### src/rtl/output_arbiter_if.sv
// output_arbiter_if: request/flit bus from two input controllers into one output port
interface output_arbiter_if #(
  parameter int DATA_W = 11,
  parameter int CNT_W  = 16
);
  logic              req_0;
  logic              req_1;
  logic [DATA_W-1:0] data_0;
  logic [DATA_W-1:0] data_1;
  logic              out_full;
  logic              ready_0;
  logic              ready_1;
  logic              out_wr;
  logic [DATA_W-1:0] out_data;
  logic [CNT_W-1:0]  pkt_count;
  modport master (
    output req_0, req_1, data_0, data_1, out_full,
    input  ready_0, ready_1, out_wr, out_data, pkt_count
  );
  modport slave (
    input  req_0, req_1, data_0, data_1, out_full,
    output ready_0, ready_1, out_wr, out_data, pkt_count
  );
endinterface

### src/rtl/output_arbiter.sv
// output_arbiter: round-robin wormhole arbiter of two inputs onto one output FIFO
module output_arbiter #(
  parameter int DATA_W = 11,
  parameter int CNT_W  = 16
) (
  input logic               clk,
  input logic               reset,
  output_arbiter_if.slave   bus
);
  typedef enum logic [1:0] {IDLE, GRANT_0, GRANT_1} state_t;
  state_t state, next;
  logic   last_grant;
  logic   tail;
  always_comb begin
    next         = state;
    bus.ready_0  = 1'b0;
    bus.ready_1  = 1'b0;
    bus.out_wr   = 1'b0;
    bus.out_data = '0;
    case (state)
      IDLE: next = (bus.req_0 && bus.req_1) ? (last_grant ? GRANT_0 : GRANT_1) :
                   bus.req_0 ? GRANT_0 : bus.req_1 ? GRANT_1 : IDLE;
      GRANT_0: begin
        bus.ready_0  = ~bus.out_full;
        bus.out_wr   = bus.req_0 & ~bus.out_full;
        bus.out_data = bus.data_0;
      end
      GRANT_1: begin
        bus.ready_1  = ~bus.out_full;
        bus.out_wr   = bus.req_1 & ~bus.out_full;
        bus.out_data = bus.data_1;
      end
      default: next = IDLE;
    endcase
    tail = bus.out_wr & bus.out_data[DATA_W-1];
    if (tail) next = IDLE;
  end
  always_ff @(posedge clk or posedge reset) begin
    if (reset) begin
      state         <= IDLE;
      last_grant    <= 1'b1;
      bus.pkt_count <= '0;
    end else begin
      state <= next;
      if (tail) begin
        last_grant    <= (state == GRANT_1);
        bus.pkt_count <= bus.pkt_count + 1'b1;
      end
    end
  end
endmodule

### src/flat_wrapper.sv
// flat-port wrapper written by rule: the top's interface ports become plain ports
module output_arbiter_flat 
#(
  parameter int DATA_W = 11,
  parameter int CNT_W  = 16
)
  (clk, reset, bus_req_0, bus_req_1, bus_data_0, bus_data_1, bus_out_full, bus_ready_0, bus_ready_1, bus_out_wr, bus_out_data, bus_pkt_count);
  output_arbiter_if #(.DATA_W(DATA_W), .CNT_W(CNT_W)) bus_i ();
  input logic clk;
  input logic reset;
  input wire logic [$bits(bus_i.req_0)-1:0] bus_req_0;
  input wire logic [$bits(bus_i.req_1)-1:0] bus_req_1;
  input wire logic [$bits(bus_i.data_0)-1:0] bus_data_0;
  input wire logic [$bits(bus_i.data_1)-1:0] bus_data_1;
  input wire logic [$bits(bus_i.out_full)-1:0] bus_out_full;
  output wire logic [$bits(bus_i.ready_0)-1:0] bus_ready_0;
  output wire logic [$bits(bus_i.ready_1)-1:0] bus_ready_1;
  output wire logic [$bits(bus_i.out_wr)-1:0] bus_out_wr;
  output wire logic [$bits(bus_i.out_data)-1:0] bus_out_data;
  output wire logic [$bits(bus_i.pkt_count)-1:0] bus_pkt_count;
  assign bus_i.req_0 = bus_req_0;
  assign bus_i.req_1 = bus_req_1;
  assign bus_i.data_0 = bus_data_0;
  assign bus_i.data_1 = bus_data_1;
  assign bus_i.out_full = bus_out_full;
  assign bus_ready_0 = bus_i.ready_0;
  assign bus_ready_1 = bus_i.ready_1;
  assign bus_out_wr = bus_i.out_wr;
  assign bus_out_data = bus_i.out_data;
  assign bus_pkt_count = bus_i.pkt_count;
  output_arbiter #(.DATA_W(DATA_W), .CNT_W(CNT_W)) u_core (.clk(clk), .reset(reset), .bus(bus_i));
endmodule
### config.mk
export PLATFORM = sky130hd
export DESIGN_NAME = output_arbiter_flat
export DESIGN_NICKNAME = d
export VERILOG_FILES = /design/src/rtl/output_arbiter_if.sv /design/src/rtl/output_arbiter.sv /design/src/flat_wrapper.sv
export SDC_FILE = /design/constraint.sdc
export NUM_CORES = 1
export LEC_CHECK = 0
export ABC_AREA = 1
export BUFFER_PORTS_ARGS = -buffer_cell sky130_fd_sc_hd__buf_2
export CORE_AREA = 2 2 66 68
export CTS_BUF_LIST = sky130_fd_sc_hd__clkbuf_8
export CTS_CLUSTER_DIAMETER = 120
export DETAILED_ROUTE_END_ITERATION = 10
export DIE_AREA = 0 0 68 70
export SKIP_LAST_GASP = 1
export SYNTH_ARGS = -nofsm -noshare
export SYNTH_HDL_FRONTEND = slang
export SYNTH_SLANG_ARGS = --single-unit
### constraint.sdc
create_clock -name clk -period 1.4 [get_ports clk]
set_input_delay 0.14 -clock clk [delete_from_list [all_inputs] [get_ports clk]]
set_output_delay 0.14 -clock clk [all_outputs]
set_load 0.005 [all_outputs]
== Word level (Yosys, flattened, before mapping) ==
Cells that the tools add are included.
Operators by class
  reduce and logical (&&, ||, !) cells: 3
  add/subtract/negate cells: 1
  equality and inequality tests: 3
  bitwise gates (word level): 4
  mux-type cells: 10
Operator list (count)
  one-hot mux 11 bit (2 select lines): 1
  adder 16 x 1 -> 16 bit (second input constant): 1
  2-to-1 mux 2 bit: 5
  one-hot mux 2 bit (2 select lines): 1
  bitwise AND 1 bit: 3
  equality test 2 x 1 -> 1 bit (second input constant): 1
  equality test 2 bit (second input constant): 1
  logical NOT 2 bit: 1
  2-to-1 mux 1 bit: 2
  inequality test 2 x 1 -> 1 bit (second input constant): 1
  one-hot mux 1 bit (2 select lines): 1
  OR reduction 2 bit: 1
  logical AND 1 bit: 1
  NOT 1 bit: 1
Storage, ports and cells
  register bits: 19
  input port bits: 27
  word-level logic and storage cells: 24
  output and inout bits: 30

== Depth between registers and ports, before layout ==
  word-level depth: 5
  depth in mapped cells: 10
  depth with buffers taken out: 9

== Worst setup path after synthesis ==
Ideal clock, no wire load.
  path kind: reg2reg
  from: register u_core.state[0]
  to: register u_core.bus.pkt_count[10]
  data arrival time: 1435 ps
  period minus slack after synthesis: 1552 ps
  path buffers: 1
  path slack: -152 ps
  required time: 1283 ps
  cell stages (with the launch flop): 11
  setup time: 117 ps
  path through: dfrtp_1 -> inv_1 -> ha_1 -> inv_2 -> nor2_2 -> nand3_2 -> nor2_8 -> buf_6 -> nand3_1 -> nand2_1 -> nand2_1
Between the ends
  longest elaborated chain between the ends: 3
  elaborated cells on any way between the ends: 5
  classes of those cells: 2 x eq/ne; 2 x mux; 1 x bitwise
Ends and longest elaborated chain
  start: declaration: RTL line output_arbiter.sv:11  | state_t state, next;
  start signal: assignment: RTL line output_arbiter.sv:44  | state <= next;
  equality test 2 bit or equality test 2 x 1 -> 1 bit (tied branches): RTL line output_arbiter.sv:20  | case (state)
  one-hot mux 1 bit (2 select lines) or one-hot mux 11 bit (2 select lines) (tied branches): RTL line output_arbiter.sv:20
  bitwise AND 1 bit (*): RTL line output_arbiter.sv:35  | tail = bus.out_wr & bus.out_data[DATA_W-1];
  end signal: assignment: RTL line output_arbiter.sv:47  | bus.pkt_count <= bus.pkt_count + 1'b1;
  end: declaration: RTL line output_arbiter_if.sv:22  | output ready_0, ready_1, out_wr, out_data, pkt_count
Every way passes the cells marked *; elsewhere a longest branch is shown, timed or not.
A chain may end at the register's enable or synchronous reset.

== Final worst setup path ==
  from: register u_core.state[1]
  to: output bus_out_wr
Between the ends
  longest elaborated chain between the ends: 2
  elaborated cells on any way between the ends: 3
  classes of those cells: 2 x eq/ne; 1 x mux
Ends and longest elaborated chain
  equality test 2 bit or equality test 2 x 1 -> 1 bit (tied branches): RTL line output_arbiter.sv:20
  one-hot mux 1 bit (2 select lines) (*): RTL line output_arbiter.sv:20
  end: declaration: RTL line flat_wrapper.sv:18  | output wire logic [$bits(bus_i.out_wr)-1:0] bus_out_wr;
Marked as above.

==> out/results.txt <==
Slew headroom = 83.3%
Post-Route WL = 3.23 mm
fmax = 619 MHz
Syn. warnings = 0
placed cell count = 306
global routing's busiest layer = met2
remaining global-route overflow = 0
Clock Root Buffer = clkbuf_8
Netlist Area Pre-Place = 0.00129 mm^2
Synth Area per Inst = 6.82 um^2
Final nets = 297
Crit path arrival time = 1.48 ns
design internal power = 1.40 mW
top-count cell post-synth = nand2_1
Core Region = 0.00414 mm^2
share of cells above drive strength 1 = 38.9%
CTS tree = built
largest family of logic cells by synthesized area = simple AND/OR/NAND/NOR gates
crit-path cells = buf_4 -> ha_4 -> nand2_1 -> nand3_4 -> buf_6 -> inv_1 -> buf_2
n_diodes = 0
initial antenna violation count = 0
Worst R2R Start = u_core.state[1]
Synth top area share = 34.8%
HPWL after DPL = 2.30 mm
clk sinks = 19
GRT Util Overall = 14.3%
average wire per standard cell = 10.2 um
placement-stage cell area = 0.00173 mm^2
Clk pin slew, worst setup/hold paths = 0.07 ns
CP Capture Type = output pin
WHS Path Cells = 3
post-synth cell types = 22
failing checks = negative setup slack
leakage power = 1.09 nW
Hold Crit Class = in2reg
Startpoint Class = register
first-pass GRT wire length = 5.31 mm
Area contributors post-synth = dfrtp_1 (35%), nand2_1 (21%), inv_1 (7.5%)
Pre-antenna DRT Iters = 4
mux cell area share after synthesis = 0%
M1 GR Usage = 16.8%
io pins = 57
PwrDens = 1110 mW/mm^2
crit path from = u_core.state[1]
worst-path fanout max = 4
vias in the first global route = 1302
cell count after synthesis = 190
Flop pwr share = 29.9%
Slowest-stage cell, CP = dfrtp_1
# DRC = 0
fin. max-slew vios = 0
post-route ant nets = 0
M2 GR Usage = 25.0%
Comb pwr share = 52.7%
Via-to-Cell Ratio = 4.51
Design Area, Final = 0.00200 mm^2
Critical path buffers and inverters = 4
H-tree Lvls = 1
CP delay by family, top = flip-flops
syn nets = 221
max cap viols = 0
Clock Path Buffers = 2
Setup Skew = 0.00334 ns
Post-synth EDFFs = 0
met3 usage = 1.77%
synthesis-stage register bit count = 19
top cells by count, synth = nand2_1 (74), inv_1 (26), dfrtp_1 (18)
Final WS setup = -0.217 ns
Min-Delay Startpoint = bus_req_1
TritonCTS Buffers = 3
Psw = 0.818 mW
row cnt = 24
post-route clock period utilization = 115%
Main synth FF type = dfrtp_1
CP max stage delay = 0.41 ns
Synth Area in Compound Gates = 5.60%
maximum vdd drop = 634 uV
min cycle time layout = 1.62 ns
WP data required = 1.26 ns
clock power share = 17.4%
gpl congestion = 0.799
RSZ-0062 raised after global routing = true
Util after Layout = 48.2%
final std cells w/o fill = 317
xor and xnor area share after synthesis = 4.73%
Setup Viol. Count Final = 33
1st-iter DRT viols = 83
I/O Buffers = 56
Die W = 68 um
pre-CTS setup slack = -0.204 ns
switching share of total power = 36.9%
Final Hold Viols = 0
Worst Tran Pin Value = 0.248 ns
Initial Util = 31.3%
post-synthesis adder-cell area fraction = 3.86%
status = complete, but fails checks
Die Y = 70 um
WS Path Type = reg2out
routed vias = 1431
Worst-Skew Late Latency = 0.26 ns
largest net degree at the start of global routing = 20
area delta synth->final = 54.3%
area leader, netlist = dfrtp_1
post-route setup TNS = -5.43 ns
post-synthesis simple-gate area fraction = 38.0%
Reg2Reg Depth = 10
Seq/Total Area, Yosys = 36.8%
Die Area = 0.00476 mm^2
Async SR Flop Fraction = 100%
WP depth = 7
-- sequential cells by signal, summed over array words and instances (netlist names) --
name,cells
u_core.state,2
u_core.last_grant,1
u_core.bus.pkt_count,16
-- final timing paths --
path / slack, ns / end
worst max-delay path: -0.22 / bus_out_wr
worst min-delay path: 0.16 / u_core.state[1]
worst max register to register: -0.21 / u_core.bus.pkt_count[9]
worst min register to register: 0.50 / u_core.last_grant
max in group asynchronous: 0.70 / u_core.last_grant
min in group asynchronous: 0.44 / u_core.state[1]
-- metal layers --
layer	part of all wire (%)	vias to the layer above
met4	1.7	0
li1	-	746
met5	0	-
met3	5.1	4
met1	42	638
met2	51	43
-- through the flow --
step | hold WS [ns] | total power [mW]
final | 0.162 | 2.22
after global routing | 0.176 | 2.41
after CTS | 0.163 | 2.08
after detailed placement | 0.179 | 1.55
after global placement | 0.177 | 1.55
after floorplan | 0.0904 | 1.18
-- kinds of logic (layout without fill, tap and decap cells) --
logic type               after synthesis  after routing
AND/OR/NAND/NOR                      113            113
buffers and inverters                 34            109
flip-flops                            19             19
AO/OA/AOI/OAI                         13             13
XOR/XNOR                               7              7
adder cells (fa/ha/maj)                4              4
-- worst register-to-register path, stage by stage (launching register included) --
cell,delay [ns]
dfrtp_1,0.41
buf_4,0.16
ha_4,0.17
nand2_1,0.11
nand3_4,0.12
nor2_8,0.16
buf_12,0.13
buf_16,0.11
nand2_1,0.05
nand2_1,0.06
nand2_1,0.05
-- power by group through the flow --
stage	Sequential, mW	Combinational [mW]	Clock, mW
4_1_cts	0.662	1.01	0.403
3_3_place_gp	0.674	0.876	0
6_report	0.664	1.17	0.385
2_1_floorplan	0.672	0.510	0
3_5_place_dp	0.674	0.871	0
5_1_grt	0.669	1.31	0.434
-- layout by cell type, fill, tap and decap left out, types with 3 or more instances in the layout --
cell type and instances:
clkbuf_8 3, buf_4 9, buf_6 4, nand2_2 4
inv_2 7, a21oi_1 8, xor2_1 6, inv_1 21
nand2_1 70, nand4_1 6, nand3_1 13, buf_2 55
dfrtp_1 18, ha_4 3, nor2_1 12
-- final cells by class --
| cell class | count | area [um^2] |
|---|---|---|
| Clock buffer | 3 | 41.3 |
| Inverter | 29 | 111 |
| Clock inverter | 1 | 5.00 |
| Sequential cell | 19 | 477 |
| Timing Repair Buffer | 76 | 548 |
| Multi-Input combinational cell | 137 | 751 |
| Tap cell | 52 | 65.1 |
| Fill cell | 418 | 2150 |
-- repair_timing --
| item | 4_1_cts | 5_1_grt |
|---|---|---|
| buffers inserted | 3 | 0 |
| gates cloned | 2 | 1 |
| hold buffers | 1 | 0 |
| pin swaps | 1 | 16 |
| setup endpoints to repair | 33 | 33 |
| hold endpoints to repair | 18 | 0 |
| gates resized for setup | 13 | 14 |
Power figures use the tool's default switching activity.
